## config.mk

```make
export PLATFORM = sky130hd
export DESIGN_NAME = sorter_rr_scheduler
export DESIGN_NICKNAME = d
export VERILOG_FILES = /design/src/rtl/sorter_rr_scheduler.sv
export SDC_FILE = /design/constraint.sdc
export NUM_CORES = 1
export LEC_CHECK = 0
export BUFFER_PORTS_ARGS = -buffer_cell sky130_fd_sc_hd__buf_4
export CORE_MARGIN = 10
export CORE_UTILIZATION = 55
export DETAILED_ROUTE_END_ITERATION = 10
export HOLD_SLACK_MARGIN = 0.12
export PLACE_DENSITY = 0.89
export SYNTH_ARGS = -nofsm -noshare
export SYNTH_HDL_FRONTEND = slang
export SYNTH_SLANG_ARGS = --single-unit
```

## constraint.sdc

```tcl
create_clock -name clk -period 4.8 [get_ports clk]
set_input_delay 0.24 -clock clk [delete_from_list [all_inputs] [get_ports clk]]
set_output_delay 0.24 -clock clk [all_outputs]
set_load 0.05 [all_outputs]
```

## src/rtl/sorter_rr_scheduler.sv

```systemverilog
`default_nettype none
// ============================================================================
// Module      : sorter_rr_scheduler
// Description : Round-robin scheduler that shares one sorter control unit
//               between NREQ symbol-stream requesters. The winner's burst
//               drives sorter start/M for len*CYC(M) cycles, then the block
//               waits for sorter done (with timeout) and acknowledges.
// Revision    : 1.0 - initial release
// ============================================================================
module sorter_rr_scheduler #(
    parameter int NREQ       = 4,
    parameter int LEN_W      = 8,
    parameter int CYC_QPSK   = 1,
    parameter int CYC_QAM16  = 5,
    parameter int CYC_QAM64  = 1,
    parameter int CYC_QAM256 = 1,
    parameter int TIMEOUT    = 255
) (
    input  logic                    clk,
    input  logic                    rst,
    input  logic [NREQ-1:0]         req,
    input  logic [2*NREQ-1:0]       req_m,
    input  logic [LEN_W*NREQ-1:0]   req_len,
    output logic [NREQ-1:0]         grant,
    output logic [NREQ-1:0]         ack,
    output logic                    err,
    output logic                    busy,
    output logic                    sorter_start,
    output logic [1:0]              sorter_M,
    input  logic                    sorter_done
);

    localparam int IDX_W = $clog2(NREQ);
    localparam int CNT_W = LEN_W + 3;
    localparam int TO_W  = $clog2(TIMEOUT + 1);
    localparam logic [TO_W-1:0] TO_LAST = TO_W'(TIMEOUT - 1);
    localparam logic [TO_W-1:0] TO_MAX  = TO_W'(TIMEOUT);

    typedef enum logic [1:0] {
        IDLE      = 2'd0,
        RUN       = 2'd1,
        WAIT_DONE = 2'd2,
        RELEASE   = 2'd3
    } state_t;

    state_t              state, state_nx;
    logic [NREQ-1:0]     grant_nx, ack_nx;
    logic                err_nx, start_nx;
    logic [1:0]          m_nx;
    logic [CNT_W-1:0]    cnt, cnt_nx;
    logic [TO_W-1:0]     to_cnt, to_nx;
    logic [IDX_W-1:0]    owner, owner_nx;
    logic [IDX_W-1:0]    rr_ptr, ptr_nx;

    logic                any_req;
    logic [IDX_W-1:0]    winner, pick;
    logic [1:0]          win_m;
    logic [LEN_W-1:0]    win_len, len_eff;
    logic [CNT_W-1:0]    cyc, hold;

    // Index that is 'step' places after base, wrapping at NREQ.
    function automatic logic [IDX_W-1:0] wrap_next(input logic [IDX_W-1:0] base,
                                                   input int step);
        int sum;
        sum = int'(base) + step;
        if (sum >= NREQ) sum = sum - NREQ;
        return IDX_W'(sum);
    endfunction

    function automatic logic [NREQ-1:0] onehot(input logic [IDX_W-1:0] idx);
        logic [NREQ-1:0] v;
        v      = '0;
        v[idx] = 1'b1;
        return v;
    endfunction

    // Round-robin search: first active request after the last owner.
    always_comb begin
        any_req = 1'b0;
        winner  = '0;
        pick    = '0;
        for (int k = 1; k <= NREQ; k++) begin
            pick = wrap_next(rr_ptr, k);
            if (!any_req && req[pick]) begin
                any_req = 1'b1;
                winner  = pick;
            end
        end
    end

    // Burst length of the winner: len (min 1) times cycles-per-block of its modulation.
    always_comb begin
        win_m   = req_m[2*int'(winner) +: 2];
        win_len = req_len[LEN_W*int'(winner) +: LEN_W];
        len_eff = (win_len == '0) ? LEN_W'(1) : win_len;
        case (win_m)
            2'b00:   cyc = CNT_W'(CYC_QPSK);
            2'b01:   cyc = CNT_W'(CYC_QAM16);
            2'b10:   cyc = CNT_W'(CYC_QAM64);
            default: cyc = CNT_W'(CYC_QAM256);
        endcase
        hold = CNT_W'(len_eff) * cyc;
    end

    // Next-state and next-output decode; ack/err default low so they pulse one cycle.
    always_comb begin
        state_nx = state;
        grant_nx = grant;
        ack_nx   = '0;
        err_nx   = 1'b0;
        start_nx = sorter_start;
        m_nx     = sorter_M;
        cnt_nx   = cnt;
        to_nx    = to_cnt;
        owner_nx = owner;
        ptr_nx   = rr_ptr;
        case (state)
            IDLE: begin
                if (any_req) begin
                    state_nx = RUN;
                    grant_nx = onehot(winner);
                    start_nx = 1'b1;
                    m_nx     = win_m;
                    cnt_nx   = hold;
                    owner_nx = winner;
                end
            end
            RUN: begin
                if (cnt <= CNT_W'(1)) begin
                    state_nx = WAIT_DONE;
                    start_nx = 1'b0;
                    to_nx    = '0;
                end else begin
                    cnt_nx = cnt - CNT_W'(1);
                end
            end
            WAIT_DONE: begin
                if (sorter_done) begin
                    state_nx = RELEASE;
                    ack_nx   = grant;
                end else if (to_cnt >= TO_LAST) begin
                    // This edge closes the TIMEOUT-th cycle spent waiting.
                    state_nx = RELEASE;
                    err_nx   = 1'b1;
                end else if (to_cnt != TO_MAX) begin
                    to_nx = to_cnt + TO_W'(1);
                end
            end
            RELEASE: begin
                state_nx = IDLE;
                grant_nx = '0;
                ptr_nx   = owner;
            end
            default: state_nx = IDLE;
        endcase
    end

    // State and output registers; reset clears everything without a clock edge.
    always_ff @(posedge clk or negedge rst) begin
        if (!rst) begin
            state        <= IDLE;
            grant        <= '0;
            ack          <= '0;
            err          <= 1'b0;
            sorter_start <= 1'b0;
            sorter_M     <= 2'b00;
            cnt          <= '0;
            to_cnt       <= '0;
            owner        <= '0;
            rr_ptr       <= IDX_W'(NREQ - 1);
        end else begin
            state        <= state_nx;
            grant        <= grant_nx;
            ack          <= ack_nx;
            err          <= err_nx;
            sorter_start <= start_nx;
            sorter_M     <= m_nx;
            cnt          <= cnt_nx;
            to_cnt       <= to_nx;
            owner        <= owner_nx;
            rr_ptr       <= ptr_nx;
        end
    end

    assign busy = (state != IDLE);

endmodule
`default_nettype wire

```

After elaboration in Yosys (flattened, before gate mapping)

Index checks and enable logic that the tools add are counted.
Widths: inputs -> output; s select.

Eq/ne operators: 12
Order comparisons: 12
Bitwise logic cells: 0
Multipliers: 1
Reduce and logical (&&, ||, !) cells: 19
Shift operators: 2
Muxes and demuxes: 47
Divide/modulo/power cells: 0
Add/subtract/negate cells: 10

Operators by type and width:

| operator              | number |
|---|---|
| $mux 8                | 5 |
| $shiftx 32x6->8       | 1 |
| $mux 2                | 12 |
| $mux 11               | 2 |
| $pmux 11 s2           | 1 |
| $pmux 8 s2            | 1 |
| $lt 2x3->1 const B    | 5 |
| $mux 1                | 14 |
| $mux 4                | 3 |
| $ne 2x2->1 const B    | 6 |
| $le 11x1->1 const B   | 1 |
| $mul 8x11->11         | 1 |
| $sub 11x1->11 const B | 1 |
| $ge 3x3->1 const B    | 3 |
| $reduce_and 3->1      | 3 |
| $add 8x1->8 const B   | 1 |
| $bmux 1 s2            | 4 |
| $ge 8x8->1 const B    | 1 |
| $logic_not 8->1       | 1 |
| $ne 8x8->1 const B    | 1 |
| $pmux 2 s4            | 1 |
| $pmux 4 s2            | 1 |
| $reduce_bool 2->1     | 4 |
| $shiftx 8x4->2        | 1 |
| 17 further kinds      | 29 |

Logic and storage cells: 113
Memory bits (writable): 0
Output and inout bits: 13
Memories: 0
Bits of input ports: 47
Bits in registers: 37
ROM bits: 0
Latch bits: 0

Longest topological paths before layout

Gate-level depths: netlist of the first run.

Word-level depth: 21
Gate-level depth with buffers: 22
Mapped depth without buffers: 18

Worst setup path before layout of the first run

Ideal clock, no wire load.

Path kind: register to register
From: register rr_ptr[1]
To: register cnt[9]
Arrival time: 3.931 ns
Cell stages (with the launch flop): 19
Buffers on the path: 1
Setup time: 0.131 ns
Setup slack: 0.738 ns
Clock period less this slack: 4.062 ns
Data required time: 4.669 ns
Path through: dfstp_2 -> mux2i_1 -> o21a_1 -> and2_1 -> buf_2 -> mux4_2 -> o41ai_2 -> nor2b_1 -> ha_1 -> ha_1 -> inv_1 -> fa_1 -> nor2b_1 -> o21ai_0 -> a21boi_0 -> o21ai_0 -> nand2b_1 -> and4_1 -> o31ai_1

Word-level cells in the longest chain between the ends: 21
Elaborated cells on any way between the ends: 49
Classes of those cells: add/sub (8); mul (1); order compare (4); eq/ne (2); shift (2); mux (24); reduce/logical (8)

RTL lines:

| element                                           | line   | RTL |
|---|---|---|
| start, declared                                   | 53     | `logic [IDX_W-1:0] rr_ptr, ptr_nx;` |
| start signal, assigned                            | 170    | `rr_ptr <= IDX_W'(NREQ - 1);` |
| start signal, assigned                            | 181    | `rr_ptr <= ptr_nx;` |
| $add 2x1->3                                       | 65     | `sum = int'(base) + step;` |
| $ge 3x3->1 or $sub 2x1->2 (tied branches)         | 66     | `if (sum >= NREQ) sum = sum - NREQ;` |
| $mux 2                                            | 66     |  |
| $bmux 1 s2                                        | 84     | `if (!any_req && req[pick]) begin` |
| $mux 1 (implied by the code)                      | 84     |  |
| $mux 1                                            | 84     |  |
| $logic_not 1->1                                   | 84     |  |
| $logic_and 1x1->1                                 | 84     |  |
| [5 not listed]                                    | n/a    |  |
| $logic_and 1x1->1                                 | 84     |  |
| $mux 2                                            | 84     |  |
| $shiftx 32x6->8 or $shiftx 8x4->2 (tied branches) | 94, 93 |  |
| $logic_not 8->1 or $eq 2x1->1 (tied branches)     | 95, 96 |  |
| $mux 8 or $mux 3 (tied branches)                  | 95, 96 |  |
| $mul 8x11->11                                     | 102    | `hold = CNT_W'(len_eff) * cyc;` |
| $mux 11                                           | 119    | `if (any_req) begin` |
| $pmux 11 s2                                       | 117    | `case (state)` |
| end signal, assigned                              | 178    | `cnt <= cnt_nx;` |
| end, declared                                     | 50     | `logic [CNT_W-1:0] cnt, cnt_nx;` |

Several ways; a longest one is shown, not always the timed one. The select of a mux whose other input is x is not followed.
A chain may end at the register's enable or synchronous reset.

Worst setup path in the final report of the first run

From: register rr_ptr[0]
To: register cnt[9]

The elaborated chain is that of the path after synthesis.

==> summary.md, run 1 <==
| Metric | Value |
|---|---|
| Run status | `completed` |
| Overall fraction of global-route tracks in use | `17.8%` |
| Total area of sequential cells | `928 um^2` |
| Vertical extent of the die | `91.7 um` |
| Setup repair after global routing missed its margin | `false` |
| Final global-route overflow total | `0` |
| Final nets | `456` |
| Number of instances in the synthesized netlist | `329` |
| Predominant post-synthesis flop cell | `dfrtp_1` |
| Post-route worst hold slack | `0.238 ns` |
| Endpoint required time on the critical path | `4.96 ns` |
| Setup crit end kind | `flip-flop` |
| Critical path startpoint category | `flip-flop` |
| Clock Path Buffers | `2` |
| Crit path DAT | `4.64 ns` |
| Latest clock arrival within the worst-skew pair | `0.29 ns` |
| Area share of the largest cell type after synthesis | `31.0%` |
| Final max-slew violation count | `0` |
| Antenna diode count | `0` |
| Number of antenna violations at the first check in global routing | `0` |
| Number of distinct library cells after synthesis | `54` |
| Global-route wire length before repair | `12700 um` |
| Worst ir drop on vdd | `0.580 mV` |
| Routed Antenna Nets | `0` |
| Setup skew after layout | `0.00430 ns` |
| Async SR Flop Fraction | `100%` |
| Clk pin slew, worst setup/hold paths | `0.08 ns` |
| Area of the die | `8410 um^2` |
| Vias after detailed routing | `2770` |
| Setup slack of the most critical reg-to-reg path | `0.32 ns` |
| Max frequency | `223 MHz` |
| Post-placement cell count | `449` |
| Commonest non-fill, non-tap cells in the layout | `buf_4 (61), dfrtp_1 (35), nand2_1 (34)` |
| Via-to-Cell Ratio | `6.05` |
| Leakage | `1.63 nW` |
| Core box area | `5040 um^2` |
| Reg-to-reg startpoint | `rr_ptr[0]$_DFFE_PN1P_` |
| Share of synthesized area occupied by flip-flops and latches | `32.8%` |
| Total power | `0.00210 W` |
| Initial standard-cell utilization of the core | `56.1%` |
| Via count of the first global-routing pass | `2706` |
| Transition time of the tightest slew-check pin | `0.889 ns` |
| Count of buffers inserted at the top-level ports | `59` |
| Critical path startpoint | `rr_ptr[0]$_DFFE_PN1P_` |
| Post-Syn Area | `2830 um^2` |
| Hold path start | `sorter_done` |
| Power density normalized to cell area | `608 nW/um^2` |
| Growth of design area from synthesis to finish | `22.2%` |
| Die width | `91.7 um` |
| Hold/Removal Path Class | `input port to flip-flop` |
| Syn avg cell area | `8.59 um^2` |
| CTS tree | `built` |
| Pin count of the biggest net entering global routing | `38` |
| Synth area leader | `dfrtp_1` |
| Num ports | `60` |
| Number of levels in the clock H-tree | `2` |
| Max-cap check violation count | `0` |
| Fillcell total | `405` |
| Post-layout min period | `4.48 ns` |
| Leading cell type in the layout, fill and taps excluded | `buf_4` |
| Router iterations before antenna repair | `5` |
| DRC violation count after routing | `0` |
| RePlAce Congestion | `0.934` |
| DRC marker count from the first detailed-route iteration | `258` |
| Detailed-route wire length | `7740 um` |
| Flops & latches, synth | `37` |
| Average wire per cell in the routed design | `16.9 um` |
| Kind of critical path | `flip-flop to flip-flop` |
| Design area | `3450 um^2` |
| Count of standard-cell rows | `26` |
| Area used by multi-input combinational logic | `1800 um^2` |
| Number of setup buffers added after CTS | `0` |
| Peak fanout along the critical path | `16` |
| Synthesized netlist net count | `398` |
| Worst max-slew margin expressed relative to the limit | `40.4%` |
| Number of flops mapped to enable cells by yosys | `0` |
| Final instance count without filler cells | `458` |
| Yosys Warn Count | `0` |
| Post-detailed-placement cell area | `3310 um^2` |
| Clock tree root buffer cell | `clkbuf_8` |
| Post-route fraction of the period consumed by the critical path | `93.3%` |
| Number of failing setup endpoints in the final timing report | `0` |
| CTS sink cnt | `37` |
| Final total negative setup slack | `0 ns` |
| Number of buffers created by CTS | `5` |
| Estimated wirelength of the detail-placed design | `6010 um` |
| Count of endpoints failing hold in the final timing report | `0` |
| Synth top area cells | `dfrtp_1 (31%), ha_1 (9.3%), o21ai_0 (5.0%)` |
| Layout cells sized above 1 | `22.7%` |
[cell families after synthesis]
logic type	after synthesis	synth area share, %
compound gates	113	27.4
xor+xnor	3	0.930
flops	37	32.8
buf+inv	26	4.12
simple gates	117	20.2
mux	11	4.56
fa+ha+maj	22	10.0
[layout make-up]
type,instances,share of cell area (%)
multi-input cells,266,52.2
flip-flops and latches,37,26.9
repair buffers,62,13.5
well taps,70,2.54
clock buffers,6,2.10
inverters,15,1.63
clock inverters,2,1.12
[timing repair]
item / in CTS / in global routing
endpoints found under the setup margin: 0 / 2
endpoints found under the hold margin: 35 / 0
hold buffers: 1 / 0
gates resized for setup: 0 / 6
[final timing paths]
kind                                          to  cells after the start
setup reg to reg              cnt[9]$_DFFE_PN0P_                     17
hold reg to reg             owner[1]$_DFFE_PN0P_                      2
hold / removal                  ack[2]$_DFF_PN0_                      2
min in group asynchronous     cnt[9]$_DFFE_PN0P_                      2
setup / recovery              cnt[9]$_DFFE_PN0P_                     17
max in group asynchronous  rr_ptr[1]$_DFFE_PN1P_                      2
[power by group]
group / switching [W] / internal [W] / total (W)
clock network: 0.000115 / 0.000156 / 0.000271
registers: 0.000114 / 0.000422 / 0.000536
logic: 0.000798 / 0.000496 / 0.00129
[per-layer routing]
| layer | GRT usage (%) | vias to the layer above | wire length [um] |
|---|---|---|---|
| met5 | 0 | - | 0 |
| met4 | 3.79 | 0 | 87 |
| met3 | 3.10 | 8 | 416 |
| met2 | 31.8 | 90 | 4030 |
| met1 | 21.7 | 1324 | 3200 |
| li1 | - | 1348 | - |
[sequential cells by signal, indices dropped and copies added, names as in the netlist]
register and flops:
ack 4, cnt 11, err 1, grant 4, owner 2, rr_ptr 2
sorter_M 2, sorter_start 1, state 2, to_cnt 8
[cells in the mapped netlist (4+ instances only)]
master     number
a32oi_1         4
ha_1           21
nand3_1        12
nand2_1        35
mux2i_1         5
nand2b_1        4
a21oi_1        18
a22o_1          5
clkbuf_1        6
a21boi_0        7
a31oi_1         5
o21ai_0        28
o22ai_1         4
dfrtp_1        35
a22oi_1         5
nor3_1          9
inv_1          14
o211ai_1        6
mux2_2          5
o2111ai_1       4
nor2_1         25
and3_1         12
nor2b_1         7
a21o_1          6
[worst max-delay path, stage by stage, from the launching register on]
cell and delay [ns]:
dfstp_2 0.62, nand2b_1 0.14, or2_0 0.24, and3_1 0.61, mux4_2 0.46, o41ai_2 0.40
nor2b_1 0.19, ha_1 0.16, ha_1 0.16, inv_1 0.05, fa_1 0.40, nor2b_1 0.12
o21ai_0 0.10, a21boi_0 0.25, o21ai_0 0.11, nand2b_1 0.09, and4_1 0.19, o31ai_1 0.07
[through the flow]
stage	utilization [%]	worst slack (ns)
floorplan	-	0.738
detailed placement	65.7	0.300
global placement	65.7	0.481
global route	68.5	0.0250
finish	68.5	0.320
CTS	68.1	0.269
Power figures use the tool's default switching activity.
==> run 2, diff against run 1 <==
--- a/config.mk
+++ b/config.mk
@@ -9,6 +9,7 @@
 export CORE_MARGIN = 10
 export CORE_UTILIZATION = 55
 export DETAILED_ROUTE_END_ITERATION = 10
+export GPL_TIMING_DRIVEN = 0
 export HOLD_SLACK_MARGIN = 0.12
 export PLACE_DENSITY = 0.89
 export SYNTH_ARGS = -nofsm -noshare
==> summary.md, run 2 (synthesis results as in run 1) <==
| Metric | Value |
|---|---|
| Run status | `completed` |
| Average wire per cell in the routed design | `16.9 um (+0.33%)` |
| Largest registers | `cnt (11), to_cnt (8)` |
| Latest clock arrival within the worst-skew pair | `0.29 ns (about the same)` |
| Transition time of the tightest slew-check pin | `0.868 ns (-0.0212 ns)` |
| Pin count of the biggest net entering global routing | `38 (unchanged)` |
| Worst-path cell with the longest stage delay | `dfstp_2` |
| Total power | `0.00213 W (+1.3%)` |
| Number of antenna violations at the first check in global routing | `0 (unchanged)` |
| Estimated wirelength of the detail-placed design | `5970 um (-0.70%)` |
| Final nets | `466 (+2.2%)` |
| Antenna diode count | `0 (unchanged)` |
| Clock Path Buffers | `2 (unchanged)` |
| Final global-route overflow total | `0 (unchanged)` |
| Router iterations before antenna repair | `5 (unchanged)` |
| Commonest non-fill, non-tap cells in the layout | `buf_4 (60), dfrtp_1 (35), nand2_1 (34)` |
| Post-placement cell count | `458 (+2.0%)` |
| Number of failing setup endpoints in the final timing report | `0 (unchanged)` |
| Post-detailed-placement cell area | `3360 um^2 (+1.4%)` |
| Reg with most FFs | `cnt` |
| Post-layout min period | `4.55 ns (+0.0707 ns)` |
| Area of the die | `8410 um^2 (unchanged)` |
| Clk pin slew, worst setup/hold paths | `0.08 ns (about the same)` |
| Number of buffers created by CTS | `5 (unchanged)` |
| Count of endpoints failing hold in the final timing report | `0 (unchanged)` |
| Leakage | `1.65 nW (+1.4%)` |
| Worst max-slew margin expressed relative to the limit | `41.7% (+1.3 points)` |
| Setup crit end kind | `flip-flop` |
| Hold/Removal Path Class | `input port to flip-flop` |
| Via count of the first global-routing pass | `2770 (+2.4%)` |
| Routed Antenna Nets | `0 (unchanged)` |
| Vertical extent of the die | `91.7 um (unchanged)` |
| Reg2reg path depth | `19 (+2)` |
| Vias after detailed routing | `2877 (+3.9%)` |
| CP Depth | `19 (+2)` |
| DRC marker count from the first detailed-route iteration | `205 (-21%)` |
| Die width | `91.7 um (unchanged)` |
| Via-to-Cell Ratio | `6.15 (+1.6%)` |
| Endpoint required time on the critical path | `4.97 ns (about the same)` |
| Power density normalized to cell area | `606 nW/um^2 (-0.38%)` |
| Initial standard-cell utilization of the core | `56.1% (unchanged)` |
| Clock tree root buffer cell | `clkbuf_8` |
| Peak fanout along the critical path | `10 (-6)` |
| Worst ir drop on vdd | `0.448 mV (-23%)` |
| Overall fraction of global-route tracks in use | `18.2% (+0.43 points)` |
| Critical path buffer and inverter count | `2 (+1)` |
| Setup skew after layout | `0.0127 ns (+0.00845 ns)` |
| Final max-slew violation count | `0 (unchanged)` |
| Design area | `3510 um^2 (+1.7%)` |
| Number of levels in the clock H-tree | `2 (unchanged)` |
| Core box area | `5040 um^2 (unchanged)` |
| Detailed-route wire length | `7930 um (+2.5%)` |
| Layout cells sized above 1 | `23.1% (+0.44 points)` |
| RePlAce Congestion | `0.840 (-10%)` |
| Gate family responsible for the most delay along the worst path | `compound AO/OA/AOI/OAI gates` |
| Critical path startpoint category | `flip-flop` |
| Max frequency | `220 MHz (-1.6%)` |
| CTS tree | `built` |
| Number of flip-flops in the largest register | `11 (unchanged)` |
| Kind of critical path | `flip-flop to flip-flop` |
| Count of standard-cell rows | `26 (unchanged)` |
| Max incr delay on CP | `0.61 ns (about the same)` |
| Count of buffers inserted at the top-level ports | `59 (unchanged)` |
| CTS sink cnt | `37 (unchanged)` |
| DRC violation count after routing | `0 (unchanged)` |
| Final instance count without filler cells | `468 (+2.2%)` |
| Global-route wire length before repair | `13000 um (+2.4%)` |
| Post-route fraction of the period consumed by the critical path | `94.8% (+1.5 points)` |
| Leading cell type in the layout, fill and taps excluded | `buf_4` |
| Growth of design area from synthesis to finish | `24.3%` |
| Max-cap check violation count | `0 (unchanged)` |
| Hold path cells | `2 (unchanged)` |
| Num ports | `60 (unchanged)` |
| Crit path DAT | `4.72 ns (+0.08 ns)` |
| Cell-by-cell trace of the critical path | `mux2i_4 > o21a_1 > buf_2 > a21boi_0 > o32ai_2 > o2111ai_1 > o41ai_2 > nor2b_1 > ha_1 > ha_1 > inv_1 > fa_1 > nor2b_1 > o21ai_0 > a21boi_0 > o21ai_0 > nand2b_1 > and4_1 > o31ai_1` |
[run 2: area by class of cell]
| type | count | area [um^2] |
|---|---|---|
| Tap cell | 70 | 87.6 |
| Clock buffer | 7 | 86.3 |
| Inverter | 15 | 56.3 |
| Timing Repair Buffer | 61 | 460 |
| Multi-Input combinational cell | 266 | 1830 |
| Fill cell | 391 | 1530 |
| Sequential cell | 37 | 928 |
| Buffer | 11 | 61.3 |
| Clock inverter | 1 | 7.51 |
[run 2: final timing paths]
| check | slack (ns) | startpoint | endpoint |
|---|---|---|---|
| setup / recovery | 0.25 | rr_ptr[1]$_DFFE_PN1P_ | cnt[9]$_DFFE_PN0P_ |
| hold reg to reg | 0.48 | owner[0]$_DFFE_PN0P_ | owner[0]$_DFFE_PN0P_ |
| min in group asynchronous | 0.44 | rst | cnt[6]$_DFFE_PN0P_ |
| hold / removal | 0.22 | sorter_done | ack[3]$_DFF_PN0_ |
| max in group asynchronous | 4.00 | rst | rr_ptr[0]$_DFFE_PN1P_ |
| setup reg to reg | 0.25 | rr_ptr[1]$_DFFE_PN1P_ | cnt[9]$_DFFE_PN0P_ |
[run 2: timing repair]
| item | 4_1_cts | 5_1_grt |
|---|---|---|
| buffers inserted | 0 | 1 |
| endpoints found under the setup margin | 0 | 2 |
| hold endpoints to repair | 35 | 0 |
| hold buffers | 1 | 0 |
| gates resized for setup | 0 | 9 |
[run 2: through the flow]
stage | hold slack, ns | worst slack, ns | setup TNS [ns] | utilization (%)
after global placement | 0.224 | 0.229 | 0 | 66.6
after detailed placement | 0.229 | 0.0956 | 0 | 66.6
final | 0.217 | 0.249 | 0 | 69.7
after floorplan | -0.0556 | 0.738 | 0 | -
after global routing | 0.242 | -0.0215 | -0.0215 | 69.7
after CTS | 0.220 | 0.0574 | 0 | 68.6
[run 2: power breakdown]
part	leakage [nW]	internal, W	switching (W)	total (W)
clock	0.0445	0.000117	0.000110	0.000226
sequential	0.467	0.000421	0.000111	0.000532
combinational	1.14	0.000532	0.000837	0.00137
total	1.65	0.00107	0.00106	0.00213
[run 2: worst reg2reg max path, delay by kind of cell (launching register included)]
kind,cells,cell delay (ns)
buf+inv,2,0.26
compound gates,9,1.92
mux,1,0.32
simple gates,4,0.60
flops,1,0.61
fa+ha+maj,3,0.72
[run 2: layer usage]
metal	part of all wire (%)	GRT usage, %
met1	42	21.8
met2	51	32.6
met3	4.9	3.34
met4	2.3	4.57
met5	0	0
